`src/rtl/div_unit.sv`:
```
// Radix-2 restoring divider for RV32M DIV/DIVU/REM/REMU, responder side of enable/ready.
// Latency: XLEN+1 cycles from request capture to ready (1 cycle for divide-by-zero / signed overflow).
// Backpressure: none; initiator holds enable with stable operands, dropping enable while busy aborts.
module div_unit #(
    parameter int XLEN = 32
) (
    input  logic            clock,
    input  logic            reset,
    input  logic            enable,
    input  logic [XLEN-1:0] rdata1,
    input  logic [XLEN-1:0] rdata2,
    input  logic [3:0]      div_op,
    output logic            ready,
    output logic [XLEN-1:0] result
);

    localparam int CW = $clog2(XLEN + 1);

    typedef enum logic [1:0] {
        S_IDLE,
        S_BUSY,
        S_DONE
    } state_t;

    state_t          r_state;
    state_t          w_state_nxt;
    logic [CW-1:0]   r_cnt;
    logic            r_rem_sel;
    logic            r_negq;
    logic            r_negr;
    logic [XLEN-1:0] r_dvd;
    logic [XLEN-1:0] r_dvs;
    logic [XLEN:0]   r_rem;
    logic [XLEN-1:0] r_result;

    logic [3:0]      w_op;
    logic            w_signed;
    logic            w_rem_sel;
    logic            w_div0;
    logic            w_ovf;
    logic [XLEN-1:0] w_abs1;
    logic [XLEN-1:0] w_abs2;
    logic [XLEN-1:0] w_special;
    logic [XLEN:0]   w_shift;
    logic [XLEN:0]   w_trial;
    logic            w_qbit;
    logic [XLEN:0]   w_rem_nxt;
    logic [XLEN-1:0] w_dvd_nxt;
    logic [XLEN-1:0] w_rem_out;
    logic [XLEN-1:0] w_final;
    logic            w_last;

    // Zero or multi-hot selects fall back to divu.
    assign w_op      = $onehot(div_op) ? div_op : 4'b0010;
    assign w_signed  = w_op[0] | w_op[2];
    assign w_rem_sel = w_op[2] | w_op[3];
    assign w_div0    = (rdata2 == '0);
    assign w_ovf     = w_signed && (rdata1 == {1'b1, {(XLEN-1){1'b0}}}) && (rdata2 == '1);
    assign w_abs1    = (w_signed && rdata1[XLEN-1]) ? -rdata1 : rdata1;
    assign w_abs2    = (w_signed && rdata2[XLEN-1]) ? -rdata2 : rdata2;

    always_comb begin
        w_special = '0;
        if (w_div0) begin
            w_special = w_rem_sel ? rdata1 : '1;
        end else if (!w_rem_sel) begin
            w_special = {1'b1, {(XLEN-1){1'b0}}};
        end
    end

    // One restoring step: dividend shifts into the remainder, quotient bits shift in from the right.
    assign w_shift   = {r_rem[XLEN-1:0], r_dvd[XLEN-1]};
    assign w_trial   = w_shift - {1'b0, r_dvs};
    assign w_qbit    = ~w_trial[XLEN];
    assign w_rem_nxt = w_qbit ? w_trial : w_shift;
    assign w_dvd_nxt = {r_dvd[XLEN-2:0], w_qbit};
    assign w_rem_out = w_rem_nxt[XLEN-1:0];
    assign w_last    = (r_cnt == CW'(1));

    always_comb begin
        w_final = '0;
        if (r_rem_sel) begin
            w_final = r_negr ? -w_rem_out : w_rem_out;
        end else begin
            w_final = r_negq ? -w_dvd_nxt : w_dvd_nxt;
        end
    end

    always_comb begin
        w_state_nxt = r_state;
        case (r_state)
            S_IDLE: begin
                if (enable) begin
                    w_state_nxt = (w_div0 || w_ovf) ? S_DONE : S_BUSY;
                end
            end
            S_BUSY: begin
                if (!enable) begin
                    w_state_nxt = S_IDLE;
                end else if (w_last) begin
                    w_state_nxt = S_DONE;
                end
            end
            S_DONE:  w_state_nxt = S_IDLE;
            default: w_state_nxt = S_IDLE;
        endcase
    end

    always_ff @(posedge clock or negedge reset) begin
        if (!reset) begin
            r_state <= S_IDLE;
        end else begin
            r_state <= w_state_nxt;
        end
    end

    always_ff @(posedge clock or negedge reset) begin
        if (!reset) begin
            r_cnt     <= '0;
            r_rem_sel <= 1'b0;
            r_negq    <= 1'b0;
            r_negr    <= 1'b0;
            r_dvd     <= '0;
            r_dvs     <= '0;
            r_rem     <= '0;
            r_result  <= '0;
        end else begin
            case (r_state)
                S_IDLE: begin
                    if (enable) begin
                        r_rem_sel <= w_rem_sel;
                        r_negq    <= w_signed & (rdata1[XLEN-1] ^ rdata2[XLEN-1]) & ~w_div0;
                        r_negr    <= w_signed & rdata1[XLEN-1];
                        r_dvd     <= w_abs1;
                        r_dvs     <= w_abs2;
                        r_rem     <= '0;
                        r_cnt     <= CW'(XLEN);
                        if (w_div0 || w_ovf) begin
                            r_result <= w_special;
                        end
                    end
                end
                S_BUSY: begin
                    if (enable) begin
                        r_dvd <= w_dvd_nxt;
                        r_rem <= w_rem_nxt;
                        r_cnt <= r_cnt - CW'(1);
                        if (w_last) begin
                            r_result <= w_final;
                        end
                    end else begin
                        r_cnt <= '0;
                    end
                end
                default: ;
            endcase
        end
    end

    assign ready  = (r_state == S_DONE);
    assign result = r_result;

endmodule

```
`config.mk`:
```
export PLATFORM = sky130hd
export DESIGN_NAME = div_unit
export DESIGN_NICKNAME = d
export VERILOG_FILES = /design/src/rtl/div_unit.sv
export SDC_FILE = /design/constraint.sdc
export NUM_CORES = 1
export LEC_CHECK = 0
export ABC_CLOCK_PERIOD_IN_PS = 7500
export BUFFER_PORTS_ARGS = -buffer_cell sky130_fd_sc_hd__buf_4
export CELL_PAD_IN_SITES_DETAIL_PLACEMENT = 1
export CELL_PAD_IN_SITES_GLOBAL_PLACEMENT = 2
export CORE_MARGIN = 2
export CORE_UTILIZATION = 30
export DETAILED_ROUTE_END_ITERATION = 10
export MAX_ROUTING_LAYER = met4
export PLACE_DENSITY_LB_ADDON = 0.3
export SYNTH_ARGS = -nofsm -noshare
export SYNTH_HDL_FRONTEND = slang
export SYNTH_SLANG_ARGS = --single-unit
```
`constraint.sdc`:
```
create_clock -name clock -period 7.5 [get_ports clock]
set_input_delay 0.375 -clock clock [delete_from_list [all_inputs] [get_ports clock]]
set_output_delay 0.375 -clock clock [all_outputs]
set_load 0.01 [all_outputs]
```
Word level (Yosys, flattened, before mapping)
Cells that the tools add are included.
W data, S select, Z words.
{"block": "word_totals", "register_bits": 139, "wordCells": 79}
{"block": "op_classes", "eq_ne": 11, "mux": 29, "n_addsub": 9, "reduce_logical": 13, "bitwise_logic": 8}
{"operator": "$mux W32", "n": 17}
{"operator": "$pmux W32 S2", "n": 3}
{"operator": "$neg A32 Y32", "n": 4}
{"operator": "$eq A32 B32 Y1 const B", "n": 2}
{"operator": "$sub A33 B32 Y33", "n": 1}
{"operator": "$logic_not A32 Y1", "n": 1}
{"operator": "$mux W6", "n": 2}
{"operator": "$pmux W6 S2", "n": 1}
{"operator": "$mux W2", "n": 4}
{"operator": "$ne A2 B2 Y1 const B", "n": 4}
{"operator": "$eq A6 B1 Y1 const B", "n": 1}
{"operator": "$reduce_and A2 Y1", "n": 3}
{"operator": "$sub A6 B1 Y6 const B", "n": 1}
{"operator": "$reduce_and A5 Y1", "n": 1}
{"operator": "$add A1 B1 Y2", "n": 2}
{"operator": "$logic_and A1 B1 Y1", "n": 4}
{"operator": "$mux W4", "n": 1}
{"operator": "$pmux W2 S2", "n": 1}
{"operator": "$add A2 B2 Y3", "n": 1}
{"operator": "$and A1 B1 Y1", "n": 3}
{"operator": "$eq A3 B1 Y1 const B", "n": 1}
{"operator": "$ne A3 B3 Y1 const B", "n": 1}
{"operator": "$reduce_and A3 Y1", "n": 1}
{"operator": "$eq A2 B1 Y1 const B", "n": 1}
{"operator": "7 further kinds", "n": 9}

Longest topological paths before layout
Gate-level depths: netlist of run 1.
{"block": "logic_depth", "ltp_word": 11, "depth_mapped": 24, "mapped_depth_nobuf": 20}

Least setup slack after synthesis of run 1
Ideal clock, no wire load.
{"block": "synth_timing", "path_type": "reg-to-reg", "from": "reg r_dvd[31]", "to": "reg r_result[28], in the netlist result[28]", "t_arrival_ps": 4501, "required_time_ps": 7375, "stages_incl_launch_ff": 24, "period_less_slack_ps": 4626, "path_slack_ps": 2874, "path_cell_list": "dfrtp_1 > inv_1 > ha_1 > fa_1 > nand2b_1 > a21o_1 > a211oi_1 > o21a_1 > o21a_1 > buf_6 > nor2_2 > inv_2 > clkbuf_1 > buf_2 > ha_1 > nor2b_1 > nand3_1 > o31ai_1 > o21ai_0 > xor2_1 > nand2_1 > nand3_1 > nor4_1 > nor2_1"}
{"block": "synth_between", "elab_chain_len": 8, "word_cells_on_any_way": 11, "cone_classes": "add/sub: 3; mux: 7; bitwise: 1"}
{"item": "start: declaration", "line_no": "31", "text": "logic [XLEN-1:0] r_dvd;"}
{"item": "start signal: assignment", "line_no": "134", "text": "r_dvd <= w_abs1;"}
{"item": "start signal: assignment", "line_no": "145", "text": "r_dvd <= w_dvd_nxt;"}
{"item": "$sub A33 B32 Y33", "line_no": "73", "text": "assign w_trial = w_shift - {1'b0, r_dvs};"}
{"item": "$mux W32 or $not A1 Y1 (tied branches)", "line_no": "75, 74"}
{"item": "$neg A32 Y32 (on tied branches)", "line_no": "83, 85"}
{"item": "$mux W32 (on tied branches)", "line_no": "83, 85"}
{"item": "$mux W32 *", "line_no": "82", "text": "if (r_rem_sel) begin"}
{"item": "$mux W32 *", "line_no": "148", "text": "if (w_last) begin"}
{"item": "$mux W32 *", "line_no": "144", "text": "if (enable) begin"}
{"item": "$pmux W32 S2 *", "line_no": "128", "text": "case (r_state)"}
{"item": "end signal: assignment", "line_no": "139", "text": "r_result <= w_special;"}
{"item": "end signal: assignment", "line_no": "149", "text": "r_result <= w_final;"}
{"item": "end: declaration", "line_no": "34", "text": "logic [XLEN-1:0] r_result;"}
Every way passes the cells marked *; elsewhere a longest branch is shown, timed or not. The select of a mux whose other input is x is not followed.
A chain may end at the register's enable or synchronous reset.

Final worst setup path of run 1
Same ends and word-level chain as after synthesis.

==> results of run 1 <==
-- cell type report --
cell class | count | share of cell area [%]
clock buffers | 19 | 3.24
clock inverters | 13 | 1.57
inverters | 62 | 1.71
multi-input cells | 1245 | 56.8
flip-flops and latches | 139 | 25.5
well taps | 518 | 4.74
repair buffers | 116 | 6.42
-- per-stage QoR --
stage / total power, mW / worst slack (ps) / cells
6_report: 7.30 / 2080 / 2112
5_1_grt: 7.90 / 1570 / 2112
4_1_cts: 7.29 / 2110 / 2112
3_5_place_dp: 6.28 / 2130 / 2079
3_3_place_gp: 6.22 / 2260 / 2079
2_1_floorplan: 4.74 / 2870 / 1530
-- worst paths after layout --
check / from / to / slack [ps]
max: r_dvd[31] / result[28] / 2080
min reg2reg: result[10] / result[10] / 480
min: enable / r_state[0] / 210
max in group asynchronous: reset / r_state[0] / 5470
max reg2reg: r_dvd[31] / result[28] / 2080
min in group asynchronous: reset / r_dvs[9] / 530
-- power groups by stage --
stage                     logic (mW)  registers [mW]  clock network [mW]
after floorplan                 3.39            1.34                   0
after global placement          4.76            1.46                   0
after detailed placement        4.80            1.47                   0
after CTS                       4.83            1.46                1.00
after global routing            5.36            1.51                1.03
final                           4.85            1.46               0.985
-- flip-flops by register name (all words and copies together) (netlist names) --
register and count:
r_dvd 32, r_dvs 32, r_rem 32, result 32, r_cnt 6, r_state 2
r_negq 1, r_negr 1, r_rem_sel 1
-- worst reg2reg max path: cells and delay by family, from the launching register on --
family / cells / cell delay (ps)
AO/OA/AOI/OAI: 6 / 2390
XOR/XNOR: 1 / 190
adder cells (fa/ha/maj): 3 / 840
buffers and inverters: 2 / 250
flip-flops: 1 / 340
AND/OR/NAND/NOR: 8 / 1300
-- cells by family after synthesis --
| kind of cell | count (synthesis) |
|---|---|
| mux | 33 |
| compound gates | 531 |
| flops | 139 |
| xor+xnor | 124 |
| fa+ha+maj | 43 |
| simple gates | 514 |
| buf+inv | 146 |
-- placed cells by master, fill, tap and decap left out, types with 15 or more instances in the layout --
master / Yosys / routed
o21ai_0: 223 / 222
nor4_1: 20 / 19
dfrtp_1: 139 / 138
nor2_1: 122 / 122
o41ai_1: 15 / 15
ha_1: 41 / 41
xor2_1: 71 / 71
a211oi_1: 20 / 20
a21o_1: 17 / 17
mux2i_1: 31 / 31
a31oi_1: 21 / 21
a21oi_1: 111 / 111
or3_1: 18 / 18
nand3_1: 20 / 20
nor3_1: 31 / 31
o31ai_1: 28 / 28
xnor2_1: 53 / 53
nand4_1: 19 / 19
o211ai_1: 18 / 18
buf_4: 0 / 114
nand2_1: 192 / 192
inv_1: 59 / 59
clkbuf_16: 0 / 17
-- repair_timing --
action,in CTS,in global routing
resized for setup,0,0
endpoints found under the hold margin,60,0
hold buffers,1,0
-- layer usage --
metal / vias to the layer above / GRT usage (%) / part of all wire (%)
met5: - / - / 0
met4: 0 / 7.22 / 2.4
met3: 51 / 3.77 / 5.0
met2: 257 / 35.3 / 44
met1: 5840 / 33.7 / 49
li1: 5642 / - / -
==> metrics.log, run 1 <==
[metrics] Net Sw Power: 3.99 mW
[metrics] critical-path maximum fanout: 18
[metrics] post-route core utilization: 35.1%
[metrics] multi-input logic area: 7770 um2
[metrics] Layout Skew: 16.9 ps
[metrics] Cells after Synth: around 1500
[metrics] MaxCap Viol Count: 0
[metrics] fraction of layout instances using a drive strength above 1: 12.0%
[metrics] net count after synthesis: approximately 1600
[metrics] number of H-tree levels: 4
[metrics] Worst slew margin: 16.8%
[metrics] final worst path period share: 72.2%
[metrics] power density over the cells: 534 nW/um2
[metrics] Total Neg Setup Slack: 0 ps
[metrics] dominant combinational cell family by area after synthesis: compound AO/OA/AOI/OAI gates
[metrics] mean number of vias per cell: approximately 5.6
[metrics] Placement Rows: 72
[metrics] time the final worst path needs with I/O delays and setup: ~5400 ps
[metrics] Worst setup SP type: register
[metrics] most repeated cell in the gate-level netlist after synthesis: o21ai_0
[metrics] fraction of power consumed by the clock network: 13.5%
[metrics] cell taking the most area after synthesis: dfrtp_1
[metrics] total leakage power: 5.45 nW
[metrics] total count of max-transition violations in the final report: 0
[metrics] Fin Hold WS: 212 ps
[metrics] total number of nets in the final design: 1695
[metrics] routability cong.: 0.911
[metrics] count of flip-flops with a built-in enable after synthesis: 0
[metrics] routed length per placed instance: 22.3 um
[metrics] Power Internal: 3.31 mW
[metrics] fill cell count: 4711
[metrics] count of pins on the block boundary: around 100
[metrics] Seq. cell area: 3480 um2
[metrics] standard cell core area: 38900 um2
[metrics] Crit path max-delay family: compound AO/OA/AOI/OAI gates
[metrics] unrepaired setup endpoints after global routing: false
[metrics] Area contributors post-synth: dfrtp_1 (29%), o21ai_0 (9.4%), nand2_1 (6.1%)
[metrics] number of iterations in the first detailed-routing pass: 5
[metrics] crit path kind: reg -> reg
[metrics] first-iteration detailed-routing DRC count: 833
[metrics] wire length of the first global-routing pass: 73.5 mm
[metrics] number of antenna violations at the first check in global routing: 1
[metrics] status: completed
[metrics] via count of the first global-routing pass: 12000
[metrics] portion of the post-synthesis area used by sequential elements: 29.3%
[metrics] number of distinct library cell variants in the gate-level netlist after synthesis: 97
[metrics] number of CTS-inserted buffers: 17
[metrics] total of flip-flops plus latches after synthesis: 139
[metrics] critical-path cell list: inv_1 > ha_1 > fa_1 > nand2b_1 > a21o_1 > a211oi_1 > o21a_1 > o21a_1 > nor2_4 > inv_2 > ha_1 > nor2b_1 > nand3_1 > o31ai_1 > o21ai_0 > xor2_1 > nand2_1 > nand3_1 > nor4_1 > nor2_1
[metrics] die area: 41200 um2
[metrics] worst-skew pair later-pin latency: 450 ps
[metrics] CP max stage cell: o21a_1
[metrics] Synth Warn #: 0
[metrics] Combinational Power Share: 66.4%
[metrics] Worst EP arrival: around 5800 ps
[metrics] critical path data required time: 7830 ps
[metrics] number of buffer and inverter instances along the worst setup path: 2
[metrics] adder and majority cell fraction of the synthesized area: under 10%
[metrics] vias: 11800
[metrics] share of flip-flops with an asynchronous set or reset: 100%
[metrics] average cell area after synthesis: 7.77 um2
[metrics] logic depth of the worst path, buffers included: 20
[metrics] CTS tree: yes
[metrics] type of destination of the critical path: register
[metrics] slew at the pin closest to its max-slew limit: between 1000 and 1500 ps
[metrics] fraction of post-synthesis cell area in the top cell type by area: between 20% and 30%
[metrics] vertical extent of the die: 203 um
[metrics] Max IR drop VDD: around 0.00022 V
[metrics] Area Growth Syn to Fin: 14.9%
[metrics] hold-critical path depth: 2
[metrics] maximum number of pins on one net before global-route repair: a little over 100
[metrics] primary flip-flop cell chosen by synthesis mapping: dfrtp_1
[metrics] critical path's largest stage delay: approximately 670 ps
[metrics] length in cells of the worst reg-to-reg path: 20
[metrics] total half-perimeter wirelength after legalization and detailed placement: around 37 mm
[metrics] complex-gate fraction of the synthesized area: 27.4%
[metrics] switching part of the total power: 54.6%
[metrics] Max clock buf depth: 2
[metrics] highest clock frequency the design can meet: roughly 180 MHz
[metrics] xor-xnor portion of the synthesized cell area: 9.14%
[metrics] Netlist Area Pre-Place: 11900 um2
[metrics] fraction of the mapped netlist area in simple logic gates: a little over a fifth
[metrics] remaining global-route overflow: 0
[metrics] total wire length after detailed routing: 47.0 mm
[metrics] final-report setup violation count: 0
[metrics] area of all placed cells without fillers: ~14000 um2
[metrics] clk sink count: 139
[metrics] Port-buffer cells: a little over 100
[metrics] cell at the root of the clock tree: clkbuf_16
[metrics] clock transition at the registers of the reported paths: 70 ps
[metrics] number of antenna cells inserted: 0
[metrics] number of endpoints with negative hold slack in the final report: 0
[metrics] min-delay worst type: in -> reg
[metrics] number of routed nets with antenna violations: 0
[metrics] commonest cells in the synthesized netlist: o21ai_0 (223), nand2_1 (192), dfrtp_1 (139), nor2_1 (122), a21oi_1 (111)
[metrics] sequential fraction of design power: 20.0%
[metrics] overall track demand over capacity in global routing: between 20% and 30%
[metrics] area post-placement: 13000 um2
[metrics] x dimension of the die: 203 um
[metrics] mux contribution to synthesized area: 2.82%
[metrics] Post-CTS Repair Setup Buffers: 0
[metrics] initial cell density of the core: 30.5%
[metrics] DRC viols: 0
No activity file was read; power rests on OpenSTA's default activity.
==> run 2, diff against run 1 <==
- ABC_AREA: unset -> 1
- ABC_CLOCK_PERIOD_IN_PS: 7500 -> 4900
- clock period: 7.5 -> 4.9 ns (I/O delays scaled with it)
==> run 2 against run 1 <==
Routed wire length up 13%. Die area up 7.5%. Clock skew down 5.6 ps. First-iteration DRC count down 0.36%. Register-to-register slack worse by 1600 ps. Highest routed layer unchanged.
==> metrics.log, run 2 <==
[metrics] status: completed (unchanged)
[metrics] number of antenna cells inserted: 0 (unchanged)
[metrics] Total Neg Setup Slack: 0 ps (unchanged)
[metrics] commonest non-fill, non-tap cell in the layout: nand2_1 (was o21ai_0)
[metrics] MaxCap Viol Count: 0 (unchanged)
[metrics] number of distinct library cell variants in the gate-level netlist after synthesis: 53 (was 97)
[metrics] Worst EP arrival: 4770 ps (was 5750 ps)
[metrics] endpoint of the worst register-to-register path: result[30] (was result[28])
[metrics] unrepaired setup endpoints after global routing: false (unchanged)
[metrics] min-delay worst type: in -> reg (unchanged)
[metrics] Port-buffer cells: 103 (unchanged)
[metrics] via count of the first global-routing pass: 14200 (was 12000)
[metrics] CTS tree: yes (unchanged)
[metrics] cell taking the most area after synthesis: dfrtp_1 (unchanged)
[metrics] clock transition at the registers of the reported paths: 60 ps (was 70 ps)
[metrics] highest metal used: met4 (unchanged)
[metrics] most frequent cells in the layout: nand2_1 (603), inv_1 (284), o21ai_0 (204), nor2_1 (190), nand3_1 (143) (was o21ai_0 (222), nand2_1 (192), dfrtp_1 (138), nor2_1 (122), buf_4 (114))
[metrics] primary flip-flop cell chosen by synthesis mapping: dfrtp_1 (unchanged)
[metrics] DRC viols: 0 (unchanged)
[metrics] Synth Warn #: 0 (unchanged)
[metrics] wire length on met3: 1.77 mm (was 2.36 mm)
[metrics] number of antenna violations at the first check in global routing: 1 (unchanged)
[metrics] fraction of post-synthesis cell area in the top cell type by area: 27.2% (was 29.3%)
[metrics] R2R Path Start: r_dvd[31] (unchanged)
[metrics] wire length of the first global-routing pass: 82.3 mm (was 73.5 mm)
[metrics] total count of max-transition violations in the final report: 0 (unchanged)
[metrics] slew at the pin closest to its max-slew limit: 872 ps (was 1250 ps)
[metrics] cell at the root of the clock tree: clkbuf_16 (unchanged)
[metrics] length in cells of the worst reg-to-reg path: 31 (was 20)
[metrics] Area Growth Syn to Fin: 15.1% (was 14.9%)
[metrics] Worst setup SP type: register (unchanged)
[metrics] portion of the post-synthesis area used by sequential elements: 27.2% (was 29.3%)
[metrics] metal2 WL: 24.5 mm (was 20.5 mm)
[metrics] critical path data required time: 5280 ps (was 7830 ps)
[metrics] launch point of the critical path: r_dvd[31] (unchanged)
[metrics] time the final worst path needs with I/O delays and setup: 4390 ps (was 5420 ps)
[metrics] CP max stage cell: fa_1 (was o21a_1)
[metrics] routability cong.: 0.887 (was 0.911)
[metrics] final-report setup violation count: 0 (unchanged)
[metrics] most repeated cell in the gate-level netlist after synthesis: nand2_1 (was o21ai_0)
[metrics] Cells after Synth: 2081 (was 1530)
[metrics] number of iterations in the first detailed-routing pass: 5 (unchanged)
[metrics] total wire length after detailed routing: 53.0 mm (was 47.0 mm)
[metrics] critical path's largest stage delay: 410 ps (was 670 ps)
[metrics] Max clock buf depth: 2 (unchanged)
[metrics] library cell appearing most often on the critical path: nand2_1
[metrics] initial cell density of the core: 30.4% (was 30.5%)
[metrics] Netlist Area Pre-Place: 12800 um2 (was 11900 um2)
[metrics] highest clock frequency the design can meet: 228 MHz (was 185 MHz)
[metrics] critical-path maximum fanout: 5 (was 18)
[metrics] average cell area after synthesis: 6.15 um2 (was 7.77 um2)
[metrics] final worst path period share: 89.6% (was 72.2%)
[metrics] standard cell core area: 42000 um2 (was 38900 um2)
[metrics] type of destination of the critical path: register (unchanged)
[metrics] x dimension of the die: 211 um (was 203 um)
[metrics] vias: 13900 (was 11800)
[metrics] vertical extent of the die: 211 um (was 203 um)
[metrics] first-iteration detailed-routing DRC count: 830 (was 833)
[metrics] count of flip-flops with a built-in enable after synthesis: 0 (unchanged)
[metrics] die area: 44300 um2 (was 41200 um2)
[metrics] routed length per placed instance: 19.6 um (was 22.3 um)
[metrics] WL met1: 25.9 mm (was 23.1 mm)
[metrics] number of CTS-inserted buffers: 17 (unchanged)
[metrics] fraction of layout instances using a drive strength above 1: 11.2% (was 12.0%)
[metrics] remaining global-route overflow: 0 (unchanged)
[metrics] overall track demand over capacity in global routing: 25.2% (was 24.0%)
[metrics] worst-skew pair later-pin latency: 490 ps (was 450 ps)
[metrics] crit path kind: reg -> reg (unchanged)
[metrics] fill cell count: 5546 (was 4711)
[metrics] Placement Rows: 75 (was 72)
[metrics] net count after synthesis: 2195 (was 1644)
[metrics] commonest cells in the synthesized netlist: nand2_1 (603), inv_1 (285), o21ai_0 (205), nor2_1 (191), nand3_1 (143) (was o21ai_0 (223), nand2_1 (192), dfrtp_1 (139), nor2_1 (122), a21oi_1 (111))
[metrics] Area contributors post-synth: dfrtp_1 (27%), nand2_1 (18%), inv_1 (8.4%) (was dfrtp_1 (29%), o21ai_0 (9.4%), nand2_1 (6.1%))
[metrics] total number of nets in the final design: 2272 (was 1695)
[metrics] count of pins on the block boundary: 104 (unchanged)
[metrics] total half-perimeter wirelength after legalization and detailed placement: 42.5 mm (was 36.6 mm)
[metrics] mean number of vias per cell: 5.14 (was 5.58)
[metrics] Worst slew margin: 41.8% (was 16.8%)
[metrics] number of endpoints with negative hold slack in the final report: 0 (unchanged)
[metrics] maximum number of pins on one net before global-route repair: 71 (was 101)
[metrics] number of H-tree levels: 4 (unchanged)
[metrics] Layout Skew: 11.3 ps (was 16.9 ps)
[metrics] Worst setup endpoint: result[30] (was result[28])
[metrics] total of flip-flops plus latches after synthesis: 139 (unchanged)
[metrics] clk sink count: 139 (unchanged)
[metrics] number of routed nets with antenna violations: 0 (unchanged)
[metrics] share of flip-flops with an asynchronous set or reset: 100% (unchanged)
[metrics] flop-to-flop setup slack: 510 ps (was 2080 ps)
## run 2: cell type report
type                    instances  area [um2]  share of cell area, %
clock inverters                10         115                  0.781
multi-input cells            1573        7910                   53.7
repair buffers                127         960                   6.51
inverters                     300        1130                   7.64
clock buffers                  22         474                   3.22
well taps                     539         674                   4.58
flip-flops and latches        139        3480                   23.6
## run 2: worst min path at each step
stage                from        end  slack (ps)  cells past startpoint
2_1_floorplan       reset   r_cnt[0]         -50                      0
4_1_cts        rdata2[31]  r_dvs[31]          30                      3
6_report       rdata2[31]  r_dvs[31]          70                      3
5_1_grt        rdata2[31]  r_dvs[31]          60                      3
3_3_place_gp        reset  r_dvs[22]         190                      1
3_5_place_dp        reset  r_dvs[22]         190                      1
## run 2: routing by layer
layer	global-route usage, %	vias to the layer above
met5	-	-
met4	6.12	0
met3	3.72	39
met2	40.1	222
met1	33.7	6806
li1	-	6855
## run 2: metrics by stage
step           area (um2)  utilization, %  hold WS (ps)  setup slack [ps]  instances
6_report            14700            35.1          66.1               511       2710
5_1_grt             14700            35.1          62.0              38.7       2710
4_1_cts             14700            35.0          27.2               449       2709
3_5_place_dp        14100            33.6           191               466       2676
3_3_place_gp        14100            33.6           192               517       2676
2_1_floorplan       12800               -         -50.6               906       2081
## run 2: logic make-up (layout without fill, tap and decap cells)
group,count (synthesis),after routing,share of synthesized area [%]
compound gates,373,373,15.8
buf+inv,369,459,11.2
simple gates,1092,1092,37.0
xor+xnor,65,65,4.45
flops,139,139,27.2
fa+ha+maj,43,43,4.32
## run 2: worst max-delay path: cells and delay by family (launching register included)
kind	cells	cell delay [ps]
AND/OR/NAND/NOR	21	2220
buffers and inverters	3	260
flip-flops	1	320
AO/OA/AOI/OAI	4	610
adder cells (fa/ha/maj)	3	850
## run 2: what timing repair did
| action | 4_1_cts | 5_1_grt |
|---|---|---|
| endpoints found under the hold margin | 34 | 0 |
| buffers inserted | 0 | 1 |
| hold buffers | 1 | 0 |
| endpoints found under the setup margin | 0 | 1 |
| gates resized for setup | 0 | 2 |
Power of run 2 is not shown: default switching activity piles up to over one toggle a cycle in this logic, so the estimate is an artifact.
